==> src/rtl/dm_write_buffer_pkg.sv <==
// Shared types and constants for the MEM-stage store write buffer.
package dm_write_buffer_pkg;

    localparam logic [3:0] WE_NONE    = 4'b0000;
    localparam logic [3:0] WE_WORD    = 4'b1111;
    localparam logic [3:0] WE_HALF_LO = 4'b0011;
    localparam logic [3:0] WE_HALF_HI = 4'b1100;

    localparam int DEFAULT_DEPTH = 4;

    typedef struct packed {
        logic [29:0] word_addr;
        logic [3:0]  we;
        logic [31:0] data;
    } wb_entry_t;

endpackage

==> src/rtl/dm_wb_match.sv <==
// Per-entry load/store overlap detector: same word and at least one shared byte.
module dm_wb_match
    import dm_write_buffer_pkg::*;
(
    input  logic        i_valid,
    input  logic [29:0] i_word_addr,
    input  logic [3:0]  i_we,
    input  logic [29:0] i_ld_word_addr,
    input  logic [3:0]  i_ld_be,
    output logic        o_hit
);

    assign o_hit = i_valid && (i_word_addr == i_ld_word_addr) && ((i_we & i_ld_be) != WE_NONE);

endmodule

==> src/rtl/dm_write_buffer.sv <==
// In-order store write buffer between MEM-stage store alignment and the data memory port.
module dm_write_buffer
    import dm_write_buffer_pkg::*;
#(
    parameter int DEPTH = DEFAULT_DEPTH,
    parameter int PTR_W = $clog2(DEPTH)
) (
    input  logic             clk,
    input  logic             reset,
    input  logic             in_valid,
    input  logic [31:0]      in_addr,
    input  logic [3:0]       in_we,
    input  logic [31:0]      in_data,
    output logic             in_ready,
    input  logic             ld_valid,
    input  logic [31:0]      ld_addr,
    input  logic [3:0]       ld_be,
    output logic             ld_conflict,
    output logic             mem_req,
    output logic [31:0]      mem_addr,
    output logic [3:0]       mem_we,
    output logic [31:0]      mem_wdata,
    input  logic             mem_ack,
    output logic [PTR_W:0]   count,
    output logic             empty
);

    localparam logic [PTR_W:0] FULL_COUNT = (PTR_W + 1)'(DEPTH);

    logic [PTR_W-1:0] r_head;
    logic [PTR_W-1:0] r_tail;
    logic [PTR_W:0]   r_count;
    logic [DEPTH-1:0] r_valid;
    wb_entry_t        r_mem [DEPTH];

    logic             w_push;
    logic             w_pop;
    logic [DEPTH-1:0] w_hits;
    wb_entry_t        w_head;
    logic             w_unused_addr_lsbs;

    // Byte offsets are implied by the lane-aligned byte enables.
    assign w_unused_addr_lsbs = &{1'b0, in_addr[1:0], ld_addr[1:0]};

    assign empty    = (r_count == '0);
    assign in_ready = (r_count != FULL_COUNT);
    assign mem_req  = !empty;
    assign count    = r_count;

    assign w_push = in_valid && in_ready && (in_we != WE_NONE);
    assign w_pop  = mem_req && mem_ack;

    always_ff @(posedge clk or negedge reset) begin
        if (!reset) begin
            r_head  <= '0;
            r_tail  <= '0;
            r_count <= '0;
            r_valid <= '0;
        end else begin
            if (w_push) r_tail <= r_tail + 1'b1;
            if (w_pop)  r_head <= r_head + 1'b1;
            case ({w_push, w_pop})
                2'b10:   r_count <= r_count + 1'b1;
                2'b01:   r_count <= r_count - 1'b1;
                default: r_count <= r_count;
            endcase
            // Head and tail never coincide when both fire, so clear/set order is irrelevant.
            if (w_pop)  r_valid[r_head] <= 1'b0;
            if (w_push) r_valid[r_tail] <= 1'b1;
        end
    end

    // NOTE: payload storage is deliberately left unreset; the valid bits alone qualify entries.
    always_ff @(posedge clk) begin
        if (w_push) r_mem[r_tail] <= '{word_addr: in_addr[31:2], we: in_we, data: in_data};
    end

    always_comb begin
        w_head = '0;
        if (!empty) w_head = r_mem[r_head];
    end

    assign mem_addr  = {w_head.word_addr, 2'b00};
    assign mem_we    = w_head.we;
    assign mem_wdata = w_head.data;

    for (genvar g = 0; g < DEPTH; g++) begin : g_match
        dm_wb_match u_match (
            .i_valid        (r_valid[g]),
            .i_word_addr    (r_mem[g].word_addr),
            .i_we           (r_mem[g].we),
            .i_ld_word_addr (ld_addr[31:2]),
            .i_ld_be        (ld_be),
            .o_hit          (w_hits[g])
        );
    end

    assign ld_conflict = ld_valid && (|w_hits);

endmodule

==> config.mk <==
export PLATFORM = sky130hd
export DESIGN_NAME = dm_write_buffer
export DESIGN_NICKNAME = d
export VERILOG_FILES = /design/src/rtl/dm_write_buffer_pkg.sv /design/src/rtl/dm_wb_match.sv /design/src/rtl/dm_write_buffer.sv
export SDC_FILE = /design/constraint.sdc
export NUM_CORES = 1
export LEC_CHECK = 0
export CAP_MARGIN = 20
export CORE_MARGIN = 3
export CORE_UTILIZATION = 45
export CTS_CLUSTER_DIAMETER = 200
export DETAILED_ROUTE_END_ITERATION = 12
export PLACE_DENSITY = 0.69
export SYNTH_ARGS = -nofsm -noshare
export SYNTH_HDL_FRONTEND = slang
export SYNTH_SLANG_ARGS = --single-unit
==> constraint.sdc <==
create_clock -name clk -period 3.45 [get_ports clk]
set_input_delay 0.69 -clock clk [delete_from_list [all_inputs] [get_ports clk]]
set_output_delay 0.69 -clock clk [all_outputs]
set_load 0.02 [all_outputs]
==> flow_metrics.env, run 1 <==
export IMPL_pre_cts_ws_ns=-0.477
export IMPL_cts_sinks=275
export IMPL_postRouteWirelength_um=28900
export IMPL_io_pins=184
export IMPL_min_period_ns=3.39
export IMPL_layout_nets=1012
export IMPL_yosysTopAreaCellShare_pct=65.3
export IMPL_maxSlewViolCount=0
export IMPL_regArea_um2=8210
export IMPL_antenna_found_initial=3
export IMPL_startpoint_type="input pin"
export IMPL_drt_iter0_drc=468
export IMPL_ir_drop_uv=521
export IMPL_synth_area_per_cell_um2=17.8
export IMPL_ys_top_cells_by_count="edfxtp_1, xnor2_1, and2_1, mux4_2, clkbuf_1"
export IMPL_p_leak_nw=5.19
export IMPL_final_cells=1251
export IMPL_hold_buffers=0
export IMPL_synth_seq_cells=275
export IMPL_power_mw=13.4
export IMPL_cts_tree="yes"
export IMPL_ys_async_sr_fraction_pct=4.00
export IMPL_path_class="input pin to output port"
export IMPL_clk_pin_slew_ns=0.06
export IMPL_synth_area_leaders="edfxtp_1, mux4_2, xnor2_1"
export IMPL_yosys_warnings=0
export IMPL_worstPathMaxFanout=3
export IMPL_grt_pass1_vias=7227
export IMPL_clockRootBuffer="clkbuf_16"
export IMPL_overflow=0
export IMPL_yosysMostFrequentCell="edfxtp_1"
export IMPL_num_fill_cells=1971
export IMPL_p_per_area_nw_per_um2=855
export IMPL_period_share_pct=98.3
export IMPL_firstDrtPassIters=4
export IMPL_synth_cell_types=32
export IMPL_routabilityCongestion=0.861
export IMPL_drv_cap=0
export IMPL_postRouteAntennaNets=0
export IMPL_synth_edf_count=264
export IMPL_ys_flop_type="edfxtp_1"
export IMPL_grt_max_degree=50
export IMPL_syn_inst=683
export IMPL_finalHoldViolCount=0
export IMPL_outcome="completed"
export IMPL_fmax_ghz=0.295
export IMPL_vias_per_cell=5.41
export IMPL_slew_headroom_pct=52.9
export IMPL_cp_startpoint="ld_addr[20]"
export IMPL_grt_pass1_wl_um=43200
export IMPL_cts_made_buffers=29
export IMPL_tightest_slew_ns=0.707
export IMPL_r2r_start="count[0]"
export IMPL_seq_area_frac_synth_pct=67.5
export IMPL_dp_hpwl_um=20100
export IMPL_die_h_um=170
export IMPL_area_growth_pct=29.5
export IMPL_worstPathArrival_ns=2.70
export IMPL_end_kind="output port"
export IMPL_core_um2=26300
export IMPL_synth_top_cell_by_area="edfxtp_1"
export IMPL_drive_gt1_share_pct=19.9
export IMPL_multi_input_area_um2=3700
export IMPL_clock_skew_ns=0.00848
export IMPL_start_util_pct=46.2
export IMPL_fp_row_count=59
export IMPL_dp_cells=1195
export IMPL_h_tree_depth=1
export IMPL_max_clock_path_buffers=3
export IMPL_dieArea_um2=29000
export IMPL_die_width_um=170
export IMPL_setup_viol=0
export IMPL_holdCritPathClass="input pin to asynchronous set/reset pin"
export IMPL_n_antenna_cell=0
export IMPL_syn_area_um2=12100
export IMPL_num_vias=6774
export IMPL_drc=0
export IMPL_setup_ws_ns=0.0571
export IMPL_clkLatencyLatePin_ns=0.54
export IMPL_numPortBuffers=177
export IMPL_rsz0062_at_grt="no"
export IMPL_required_ns=2.76
export IMPL_wl_per_cell_um=23.1
export IMPL_grt_use_total_pct=19.7
==> registers in the layout, summed over array words and instances, names as in the netlist <==
signal and count:
r_valid 4, r_mem 264, count 3, r_tail 2, r_head 2
==> layout make-up <==
| type | instances | area share, % |
|---|---|---|
| clock buffer | 30 | 4.64 |
| clock inverter | 24 | 1.74 |
| inverter | 10 | 0.239 |
| multi-input combinational | 346 | 23.5 |
| sequential | 275 | 52.2 |
| tap | 335 | 2.66 |
| timing repair buffer | 231 | 15.0 |
==> layer usage <==
metal / track usage [%] / up-vias / wire, um
li1: - / 3033 / -
met1: 26.9 / 3433 / 12000
met2: 33.3 / 265 / 14300
met3: 4.69 / 37 / 2260
met4: 3.35 / 6 / 395
met5: 0 / - / 37
==> cells by family after synthesis <==
family                   synth area share [%]
multiplexers                             12.3
other                                  0.0309
adder cells (fa/ha/maj)                  1.09
AO/OA/AOI/OAI                            1.09
buffers and inverters                    2.73
flip-flops                               67.5
XOR/XNOR                                 9.02
AND/OR/NAND/NOR                          6.17
==> worst max-delay path: stages <==
cell             delay [ns]
clkdlybuf4s50_1        0.48
buf_4                  0.18
xnor2_1                0.18
nand4_1                0.19
nor4_2                 0.37
nand3_1                0.15
a41oi_2                0.26
buf_2                  0.21
==> report_power, final <==
| group | leakage, nW | switching [mW] | internal, mW |
|---|---|---|---|
| registers | 2.54 | 0.339 | 4.39 |
| logic | 2.16 | 2.70 | 2.79 |
| clock network | 0.484 | 1.25 | 1.98 |
| total | 5.19 | 4.29 | 9.16 |
==> stage by stage <==
stage	setup TNS, ns	utilization [%]	hold WS (ns)	instance area (um^2)
floorplan	0	-	0.394	12100
global placement	-0.492	55.7	0.488	14600
detailed placement	-0.477	55.7	0.496	14600
CTS	0	59.7	0.489	15700
global route	0	59.9	0.511	15700
finish	0	59.9	0.500	15700
==> worst paths after layout <==
path,endpoint,slack (ns),cells after the start
worst max-delay path,ld_conflict,0.06,8
worst min-delay path,count[1],0.50,1
worst max register to register,count[1],0.96,7
worst min register to register,r_valid[0],0.51,1
max in group asynchronous,r_head[0],2.55,1
min in group clk,r_valid[0],0.51,1
==> what timing repair did <==
action	in CTS	in global routing
resized for setup	7	11
setup endpoints to repair	25	1
buffers inserted	2	0
pin swaps	0	2
==> placed cells by master, fill, tap and decap left out, types with 4 or more instances in the layout <==
master | netlist | layout
mux4_2 | 66 | 66
bufinv_16 | 0 | 6
clkinv_1 | 0 | 10
edfxtp_1 | 264 | 264
xnor2_1 | 111 | 108
nand4_1 | 28 | 28
nand2_1 | 7 | 7
a221oi_1 | 4 | 4
clkbuf_16 | 0 | 29
nor3_1 | 4 | 4
and2_4 | 0 | 4
dfrtp_1 | 11 | 9
clkdlybuf4s50_1 | 0 | 174
buf_4 | 4 | 39
inv_1 | 10 | 10
ha_1 | 9 | 9
and2_1 | 71 | 67
nor4_2 | 0 | 7
buf_12 | 4 | 15
nand3_1 | 4 | 4
a21o_1 | 4 | 4
a22o_1 | 4 | 4
xor2_1 | 14 | 14
No activity file was read; power rests on OpenSTA's default activity.
==> inputs of run 2 (changes only) <==
--- a/config.mk
+++ b/config.mk
@@ -11,6 +11,7 @@
 export CTS_CLUSTER_DIAMETER = 200
 export DETAILED_ROUTE_END_ITERATION = 12
 export PLACE_DENSITY = 0.69
+export SLEW_MARGIN = 5
 export SYNTH_ARGS = -nofsm -noshare
 export SYNTH_HDL_FRONTEND = slang
 export SYNTH_SLANG_ARGS = --single-unit
==> results of run 2 <==
Same layout as run 1: the final DEF is identical, and so are final timing and power.
